==> config.mk <==
export PLATFORM = sky130hd
export DESIGN_NAME = instr_encoder
export DESIGN_NICKNAME = d
export VERILOG_FILES = /design/src/rtl/riscv_pkg.sv /design/src/rtl/instr_encoder_imm_pack.sv /design/src/rtl/instr_encoder.sv
export SDC_FILE = /design/constraint.sdc
export NUM_CORES = 1
export LEC_CHECK = 0
export BUFFER_PORTS_ARGS = -buffer_cell sky130_fd_sc_hd__buf_4
export CORE_UTILIZATION = 50
export CTS_CLUSTER_DIAMETER = 120
export DETAILED_ROUTE_END_ITERATION = 16
export GPL_TIMING_DRIVEN = 0
export PLACE_DENSITY = 0.82
export RECOVER_POWER = 50
export SYNTH_ARGS = -nofsm -noshare
export SYNTH_HDL_FRONTEND = slang
export SYNTH_SLANG_ARGS = --single-unit
==> constraint.sdc <==
create_clock -name clk -period 2.8 [get_ports clk]
set_input_delay 0.14 -clock clk [delete_from_list [all_inputs] [get_ports clk]]
set_output_delay 0.14 -clock clk [all_outputs]
set_load 0.01 [all_outputs]
==> src/rtl/riscv_pkg.sv <==
// Shared RV32I encoding constants and types for the instruction encoder.
// Optional jal support is selected by INSTR_ENCODER_JAL_EN.
package riscv_pkg;

    localparam logic [6:0] OP_LW  = 7'b0000011;
    localparam logic [6:0] OP_SW  = 7'b0100011;
    localparam logic [6:0] OP_R   = 7'b0110011;
    localparam logic [6:0] OP_BEQ = 7'b1100011;
    localparam logic [6:0] OP_JAL = 7'b1101111;

    localparam logic [2:0] F3_WORD = 3'b010;
    localparam logic [2:0] F3_BEQ  = 3'b000;

    localparam logic [31:0] NOP = 32'h0000_0013;

    typedef enum logic [2:0] {
        KIND_LW    = 3'd0,
        KIND_SW    = 3'd1,
        KIND_RTYPE = 3'd2,
        KIND_BEQ   = 3'd3,
        KIND_JAL   = 3'd4
    } instr_kind_t;

    // Same code points as the decoder's ImmSrc
    typedef enum logic [1:0] {
        IMM_I = 2'b00,
        IMM_S = 2'b01,
        IMM_B = 2'b10,
        IMM_J = 2'b11
    } imm_src_t;

    function automatic logic in_span(input logic [31:0] v, input int lo, input int hi);
        return ($signed(v) >= lo) && ($signed(v) <= hi);
    endfunction

endpackage

==> src/rtl/instr_encoder_imm_pack.sv <==
// Combinational immediate scatter for the I/S/B/J layouts plus range check.
// The J layout exists only when INSTR_ENCODER_JAL_EN is defined.
module imm_pack
    import riscv_pkg::*;
(
    input  imm_src_t    fmt,
    input  logic [31:0] imm,
    output logic [31:0] imm_bits,
    output logic        in_range
);

    always_comb begin
        imm_bits = '0;
        in_range = 1'b0;
        case (fmt)
            IMM_I: begin
                imm_bits[31:20] = imm[11:0];
                in_range        = in_span(imm, -2048, 2047);
            end
            IMM_S: begin
                imm_bits[31:25] = imm[11:5];
                imm_bits[11:7]  = imm[4:0];
                in_range        = in_span(imm, -2048, 2047);
            end
            IMM_B: begin
                imm_bits[31]    = imm[12];
                imm_bits[30:25] = imm[10:5];
                imm_bits[11:8]  = imm[4:1];
                imm_bits[7]     = imm[11];
                in_range        = in_span(imm, -4096, 4094) && !imm[0];
            end
`ifdef INSTR_ENCODER_JAL_EN
            IMM_J: begin
                imm_bits[31]    = imm[20];
                imm_bits[30:21] = imm[10:1];
                imm_bits[20]    = imm[11];
                imm_bits[19:12] = imm[19:12];
                in_range        = in_span(imm, -1048576, 1048574) && !imm[0];
            end
`endif
            default: ;
        endcase
    end

endmodule

==> src/rtl/instr_encoder.sv <==
// Two-stage RV32I encoder: S1 holds request fields, S2 holds the packed word.
// Define INSTR_ENCODER_JAL_EN to make kind 4 encode jal; otherwise it is illegal.
module instr_encoder
    import riscv_pkg::*;
#(
    parameter int ERR_CNT_W = 8
) (
    input  logic                 clk,
    input  logic                 reset,
    input  logic                 in_valid,
    output logic                 in_ready,
    input  logic [2:0]           in_kind,
    input  logic [4:0]           in_rd,
    input  logic [4:0]           in_rs1,
    input  logic [4:0]           in_rs2,
    input  logic [2:0]           in_funct3,
    input  logic [6:0]           in_funct7,
    input  logic [31:0]          in_imm,
    output logic                 out_valid,
    input  logic                 out_ready,
    output logic [31:0]          out_instr,
    output logic                 out_err,
    output logic [ERR_CNT_W-1:0] err_count
);

    logic        s1_valid;
    logic [2:0]  s1_kind;
    logic [4:0]  s1_rd, s1_rs1, s1_rs2;
    logic [2:0]  s1_f3;
    logic [6:0]  s1_f7;
    logic [31:0] s1_imm;

    logic        s2_load, s1_adv, in_fire;
    imm_src_t    fmt;
    logic [31:0] imm_bits, word, enc_instr;
    logic        in_range, legal;

    assign s2_load  = !out_valid || out_ready;
    assign s1_adv   = s1_valid && s2_load;
    assign in_ready = !s1_valid || s1_adv;
    assign in_fire  = in_valid && in_ready;

    always_ff @(posedge clk or negedge reset) begin
        if (!reset) begin
            s1_valid <= 1'b0;
            s1_kind  <= '0;
            s1_rd    <= '0;
            s1_rs1   <= '0;
            s1_rs2   <= '0;
            s1_f3    <= '0;
            s1_f7    <= '0;
            s1_imm   <= '0;
        end else begin
            if (in_ready)
                s1_valid <= in_valid;
            if (in_fire) begin
                s1_kind <= in_kind;
                s1_rd   <= in_rd;
                s1_rs1  <= in_rs1;
                s1_rs2  <= in_rs2;
                s1_f3   <= in_funct3;
                s1_f7   <= in_funct7;
                s1_imm  <= in_imm;
            end
        end
    end

    // Format select kept apart from packing so imm_pack sits on an acyclic path
    always_comb begin
        fmt = IMM_I;
        case (s1_kind)
            KIND_SW:  fmt = IMM_S;
            KIND_BEQ: fmt = IMM_B;
`ifdef INSTR_ENCODER_JAL_EN
            KIND_JAL: fmt = IMM_J;
`endif
            default:  fmt = IMM_I;
        endcase
    end

    imm_pack u_imm_pack (
        .fmt      (fmt),
        .imm      (s1_imm),
        .imm_bits (imm_bits),
        .in_range (in_range)
    );

    always_comb begin
        word  = NOP;
        legal = 1'b0;
        case (s1_kind)
            KIND_LW: begin
                word  = imm_bits | {12'b0, s1_rs1, F3_WORD, s1_rd, OP_LW};
                legal = in_range;
            end
            KIND_SW: begin
                word  = imm_bits | {7'b0, s1_rs2, s1_rs1, F3_WORD, 5'b0, OP_SW};
                legal = in_range;
            end
            KIND_RTYPE: begin
                word  = {s1_f7, s1_rs2, s1_rs1, s1_f3, s1_rd, OP_R};
                legal = 1'b1;
            end
            KIND_BEQ: begin
                word  = imm_bits | {7'b0, s1_rs2, s1_rs1, F3_BEQ, 5'b0, OP_BEQ};
                legal = in_range;
            end
`ifdef INSTR_ENCODER_JAL_EN
            KIND_JAL: begin
                word  = imm_bits | {20'b0, s1_rd, OP_JAL};
                legal = in_range;
            end
`endif
            default: legal = 1'b0;
        endcase
        enc_instr = legal ? word : NOP;
    end

    always_ff @(posedge clk or negedge reset) begin
        if (!reset) begin
            out_valid <= 1'b0;
            out_instr <= '0;
            out_err   <= 1'b0;
        end else if (s2_load) begin
            out_valid <= s1_valid;
            if (s1_valid) begin
                out_instr <= enc_instr;
                out_err   <= !legal;
            end
        end
    end

    always_ff @(posedge clk or negedge reset) begin
        if (!reset)
            err_count <= '0;
        else if (out_valid && out_ready && out_err && !(&err_count))
            err_count <= err_count + 1'b1;
    end

endmodule

Word-level counts from Yosys, hierarchy flattened

Cells that the tools add are included.

Input bits: 64
Register bits: 103
Output and inout port bits: 43
Logic and storage cells: 54

Bitwise operators: 3
Add/sub/neg operators: 1
Reduce and logical (&&, ||, !) cells: 21
Muxes and demuxes: 8
Equality and inequality tests: 5
Order comparisons: 4

Operators by type and width:

| cell                                                                     | number |
|---|---|
| 32-bit one-hot mux with 4 select lines                                   | 1 |
| 32-bit by 25-bit OR with 32-bit output                                   | 2 |
| 32-bit by 12-bit >= comparator with 1-bit output (second input constant) | 1 |
| 32-bit by 13-bit >= comparator with 1-bit output (second input constant) | 1 |
| 32-bit by 12-bit <= comparator with 1-bit output (second input constant) | 1 |
| 32-bit by 13-bit <= comparator with 1-bit output (second input constant) | 1 |
| 32-bit 2-to-1 mux                                                        | 1 |
| 32-bit by 20-bit OR with 32-bit output                                   | 1 |
| 7-bit one-hot mux with 2 select lines                                    | 1 |
| 5-bit one-hot mux with 2 select lines                                    | 1 |
| 8-bit by 1-bit adder with 8-bit output (second input constant)           | 1 |
| 1-bit logical AND                                                        | 8 |
| 8-bit AND reduction                                                      | 1 |
| 3-bit by 2-bit equality test with 1-bit output (second input constant)   | 2 |
| 1-bit zero test                                                          | 5 |
| 5-bit 2-to-1 mux                                                         | 1 |
| 1-bit one-hot mux with 2 select lines                                    | 2 |
| 2-bit one-hot mux with 2 select lines                                    | 1 |
| 3-bit by 1-bit equality test with 1-bit output (second input constant)   | 1 |
| 3-bit zero test                                                          | 1 |
| 3-bit OR reduction                                                       | 1 |
| 2-bit by 1-bit equality test with 1-bit output (second input constant)   | 1 |
| 2-bit equality test (second input constant)                              | 1 |
| 2-bit zero test                                                          | 1 |
| other kinds (3)                                                          | 4 |

Depth between registers and ports, before layout

Depth after elaboration: 8
Mapped depth: 10
Mapped depth without buffers: 8

Modules after synthesis

A second synthesis with hierarchy kept.

Cell total of the unflattened synthesis: 387
Area, all modules: 4799.6 sq um

By module, submodules not included:

| module        | cells an instance | seq. area each (sq um) | area each (sq um) | times used |
|---|---|---|---|---|
| instr_encoder | 324               | 2552.4                 | 4342.9            | 1 |
| imm_pack      | 63                | 0.0                    | 456.7             | 1 |

Worst setup path before layout

Ideal clock, no wire load.

Path type: register to register
Start: register s1_kind[2]
End: register out_instr[26]
Cell stages (with the launch flop): 10
Buffers on the path: 2
Library setup time: 145 ps
Clock period less this slack: 2540 ps
Required time: 2655 ps
Path slack: 260 ps
Arrival time: 2395 ps
Cell sequence: dfrtp_1 -> clkbuf_1 -> or3b_2 -> ha_1 -> nor2b_1 -> a22oi_1 -> nor4_4 -> nor3_2 -> buf_6 -> o41ai_2

Cells in the longest elaborated chain, start to end: 8
Elaborated cells between the ends (all ways): 18
Those cells by class: eq/ne: 5; mux: 6; bitwise: 3; reduce/logical: 4

RTL lines:

| element                                                                                                          | line                                     | text |
|---|---|---|
| start: declaration                                                                                               | instr_encoder.sv:27                      | `logic [2:0] s1_kind;` |
| start signal: assignment                                                                                         | instr_encoder.sv:57                      | `s1_kind <= in_kind;` |
| 3-bit by 2-bit equality test with 1-bit output or 3-bit by 1-bit equality test with 1-bit output (tied branches) | instr_encoder.sv:71, instr_encoder.sv:91 |  |
| 2-bit one-hot mux with 2 select lines                                                                            | instr_encoder.sv:71                      | `case (s1_kind)` |
| 2-bit by 1-bit equality test with 1-bit output or 2-bit zero test (tied branches)                                | instr_encoder_imm_pack.sv:15             | `case (fmt)` |
| 2-bit OR reduction (no source line)                                                                              | -                                        |  |
| 7-bit one-hot mux with 2 select lines                                                                            | instr_encoder_imm_pack.sv:15             |  |
| 32-bit by 25-bit OR with 32-bit output (tied with other cells)                                                   | instr_encoder.sv:105                     | `word = imm_bits \| {7'b0, s1_rs2, s1_rs1, F3_BEQ, 5'b0, OP_BEQ};` |
| 32-bit one-hot mux with 4 select lines                                                                           | instr_encoder.sv:91                      | `case (s1_kind)` |
| 32-bit 2-to-1 mux *                                                                                              | instr_encoder.sv:116                     | `enc_instr = legal ? word : NOP;` |
| end signal: assignment                                                                                           | instr_encoder.sv:127                     | `out_instr <= enc_instr;` |
| end: declaration                                                                                                 | instr_encoder.sv:21                      | `output logic [31:0] out_instr,` |

Mark *: on every way between the ends. The rest lies on a longest branch, timed or not.
A chain may end at the register's enable or synchronous reset.

Worst setup path in the final report

Start: register s1_kind[2]
End: register out_instr[29]

Same word-level chain as after synthesis.

==> flow_metrics.py <==
metrics = {
    "yosys": {
        "synthTopCellsByArea": "dfrtp_1 (57%), mux2_2 (16%), o41ai_2 (4.4%)",
        "synth-edff-count": 0,
        "yosysWarnings": 0,
        "synth_commonest_cells": "dfrtp_1 (100), mux2_2 (61), nand2_1 (25)",
        "synth_cell_types": 43,
        "yosys.area.top_type_share_pct": 56.71,
        "yosysSeqAreaShare_pct": 56.71,
        "synthArstFlopShare_pct": 100.0,
        "synth_cells": 334,
        "synth_seq_cells": 100,
        "synth_area_per_cell_um2": 13.21,
        "yosysMostFrequentCell": "dfrtp_1",
        "synthesis.area_mm2": 0.004413,
        "yosysTopAreaCell": "dfrtp_1",
        "synth_ff_type": "dfrtp_1",
    },
    "cells_and_area": {
        "fin_nets": 579,
        "area_growth_pct": 38.25,
        "post-route-util_pct": 72.79,
        "final_area_mm2": 0.006101,
        "antenna_cells": 0,
        "drive_above_1_share_pct": 37.28,
        "n_fill_cell": 591,
    },
    "sta": {
        "setup_tns_ps": 0,
        "period_minus_slack_ps": 2678,
        "relSlewSlack_pct": -4.798,
        "finalHoldViolations": 0,
        "skew_ps": 16.15,
        "fin_crit_sh_pct": 95.64,
        "tightest_slew_ps": 1572,
        "clock.fmax_ghz": 0.3734,
        "report.final.slew_viol_count": 26,
        "setup_viol": 0,
    },
    "clock_tree": {
        "clkTransAtPathRegs_ps": 90,
        "cts_tree": "built",
        "clockRootBuffer": "clkbuf_8",
        "htreeDepth": 3,
        "clock_latency_ps": 370,
        "clockBufferDepth": 2,
        "cts_sinks": 100,
        "cts_buffers": 9,
    },
    "floorplanning": {
        "coreArea_mm2": 0.008382,
        "start_util_pct": 52.65,
        "die_w_um": 95.95,
        "ios": 107,
        "die_y_um": 95.95,
        "dieArea_mm2": 0.009205,
        "rows": 33,
    },
    "place": {
        "io_buffers": 104,
        "placed_area_mm2": 0.005329,
        "place_congestion": 0.8137,
        "place_hpwl_um": 6924,
    },
    "route": {
        "firstDrtPassIters": 4,
        "avgRoutedWirePerCell_um": 17.44,
        "first_iter_violations": 179,
        "ant_nets": 0,
        "drcViolationCount": 0,
        "via_per_inst": 5.547,
        "vias": 3439,
        "routed_wl_um": 10810,
    },
    "critical_path": {
        "crit_fanout": 10,
        "worstPathRequired_ps": 3020,
        "end_kind": "flip-flop",
        "cp_cell_sequence": "clkbuf_4 -> or3b_2 -> ha_1 -> nor2b_1 -> a21oi_2 -> nor4_4 -> nor3_4 -> buf_6 -> o41ai_2",
        "path_class": "reg2reg",
        "max_stage_delay_ps": 530,
        "arrival_ps": 2900,
        "critPathTopFamily": "simple AND/OR/NAND/NOR gates",
        "worstSetupStartpointType": "flip-flop",
        "cp_slowest_cell": "or3b_2",
        "path_buf_inv": 2,
    },
    "grt": {
        "grt_antenna_before_repair": 0,
        "grt-busiest-layer": "met2",
        "grt_use_met1_pct": 31.21,
        "grtUsageMet2_pct": 41.55,
        "grt_pass1_vias": 3388,
        "use_met3_pct": 6.240,
        "track_usage_pct": 24.33,
        "grt_first_pass_wirelength_um": 16640,
        "grt_max_degree": 101,
        "grt_overflow": 0,
    },
    "status": {
        "outcome": "finished, violations left",
        "violations": "max-capacitance violations, max-slew violations",
    },
    "power": {
        "leakage_nw": 2.739,
        "powerDensity_mw_per_mm2": 592.6,
        "ir_worst_vdd_v": 0.0003971,
    },
    "hold_path": {
        "worstHoldPathType": "in2reg",
    },
    "run": {
        "cap_violations": 1,
    },
}
## where the power goes
part / internal [W] / leakage (nW) / switching (W)
Sequential: 0.00165 / 1.22 / 0.000178
Combinational: 0.000435 / 1.42 / 0.000399
Clock: 0.000427 / 0.0984 / 0.000529
## metrics by stage
stage          instances  hold slack [ps]  total power [W]  setup WS (ps)
2_1_floorplan        335           -155.6         0.002261          260.3
3_3_place_gp         544            343.6         0.002574         -78.60
3_5_place_dp         544            347.7         0.002615         -232.7
4_1_cts              609           0.1335         0.003630          20.34
5_1_grt              620            3.148         0.003813         -3.561
6_report             620            12.94         0.003615          122.1
## path summary, 6_finish.rpt
path | from | end | slack [ps] | cells after the start
worst max-delay path | s1_kind[2]$_DFFE_PN0P_ | out_instr[29]$_DFFE_PN0P_ | 120 | 9
worst min-delay path | in_funct3[0] | s1_f3[0]$_DFFE_PN0P_ | 10 | 2
worst max register to register | s1_kind[2]$_DFFE_PN0P_ | out_instr[29]$_DFFE_PN0P_ | 120 | 9
worst min register to register | out_instr[28]$_DFFE_PN0P_ | out_instr[28]$_DFFE_PN0P_ | 490 | 2
max in group asynchronous | reset | err_count[1]$_DFFE_PN0P_ | 1050 | 3
min in group asynchronous | reset | out_instr[16]$_DFFE_PN0P_ | 700 | 2
## state kept, by name, indices dropped and copies added (netlist names)
| signal | cells |
|---|---|
| s1_imm | 32 |
| out_instr | 29 |
| err_count | 8 |
| s1_f7 | 7 |
| s1_rd | 5 |
| s1_rs1 | 5 |
| s1_rs2 | 5 |
| s1_f3 | 3 |
| s1_kind | 3 |
| out_err | 1 |
| out_valid | 1 |
| s1_valid | 1 |
## area by class of cell
cell class                 instances  area (µm²)  share of cell area, %
clock inverter                     7       82.58                  1.354
multi-input combinational        210        1813                  29.72
sequential                       100        2502                  41.02
timing repair buffer             165        1328                  21.76
buffer                            19       101.3                  1.661
tap                              105       131.4                  2.153
inverter                           5       18.77                 0.3076
clock buffer                       9       123.9                  2.030
## layer usage
layer / routed length [µm] / share of wire (%)
met3: 599 / 5.5
met4: 76 / 0.70
met2: 5502 / 51
met5: 0 / 0
met1: 4633 / 43
## cell usage in the layout (no fill, tap or decap), types with 3 or more instances in the layout
master,n
buf_1,7
ha_1,5
a21oi_1,11
buf_4,92
nor4_1,4
dfrtp_1,100
and2_1,4
inv_1,5
nand4_1,9
nor2_1,7
o41ai_2,12
clkbuf_1,25
xor2_1,3
mux2i_1,6
o41ai_1,3
a22oi_1,20
mux2_2,61
nand2_1,25
dlygate4sd3_1,56
clkbuf_8,9
nand2b_1,5
xnor2_1,4
## cells by family (layout without fill, tap and decap cells)
logic type      after synthesis  in the layout  share of synthesized area, %
flops                       100            100                         56.71
simple gates                 70             70                         8.846
mux                          67             67                         16.93
compound gates               59             59                         11.91
buf+inv                      25            205                         2.722
xor+xnor                      7              7                         1.389
fa+ha+maj                     5              5                         1.418
other cells                   1              2                       0.08498
## repair_timing
action,in CTS,in global routing
pin swaps,1,3
gates cloned,0,0
endpoints found under the hold margin,48,32
setup buffers,1,3
hold buffers,48,8
gates resized for setup,3,3
setup endpoints to repair,23,23
(Power assumes the default switching activity.)
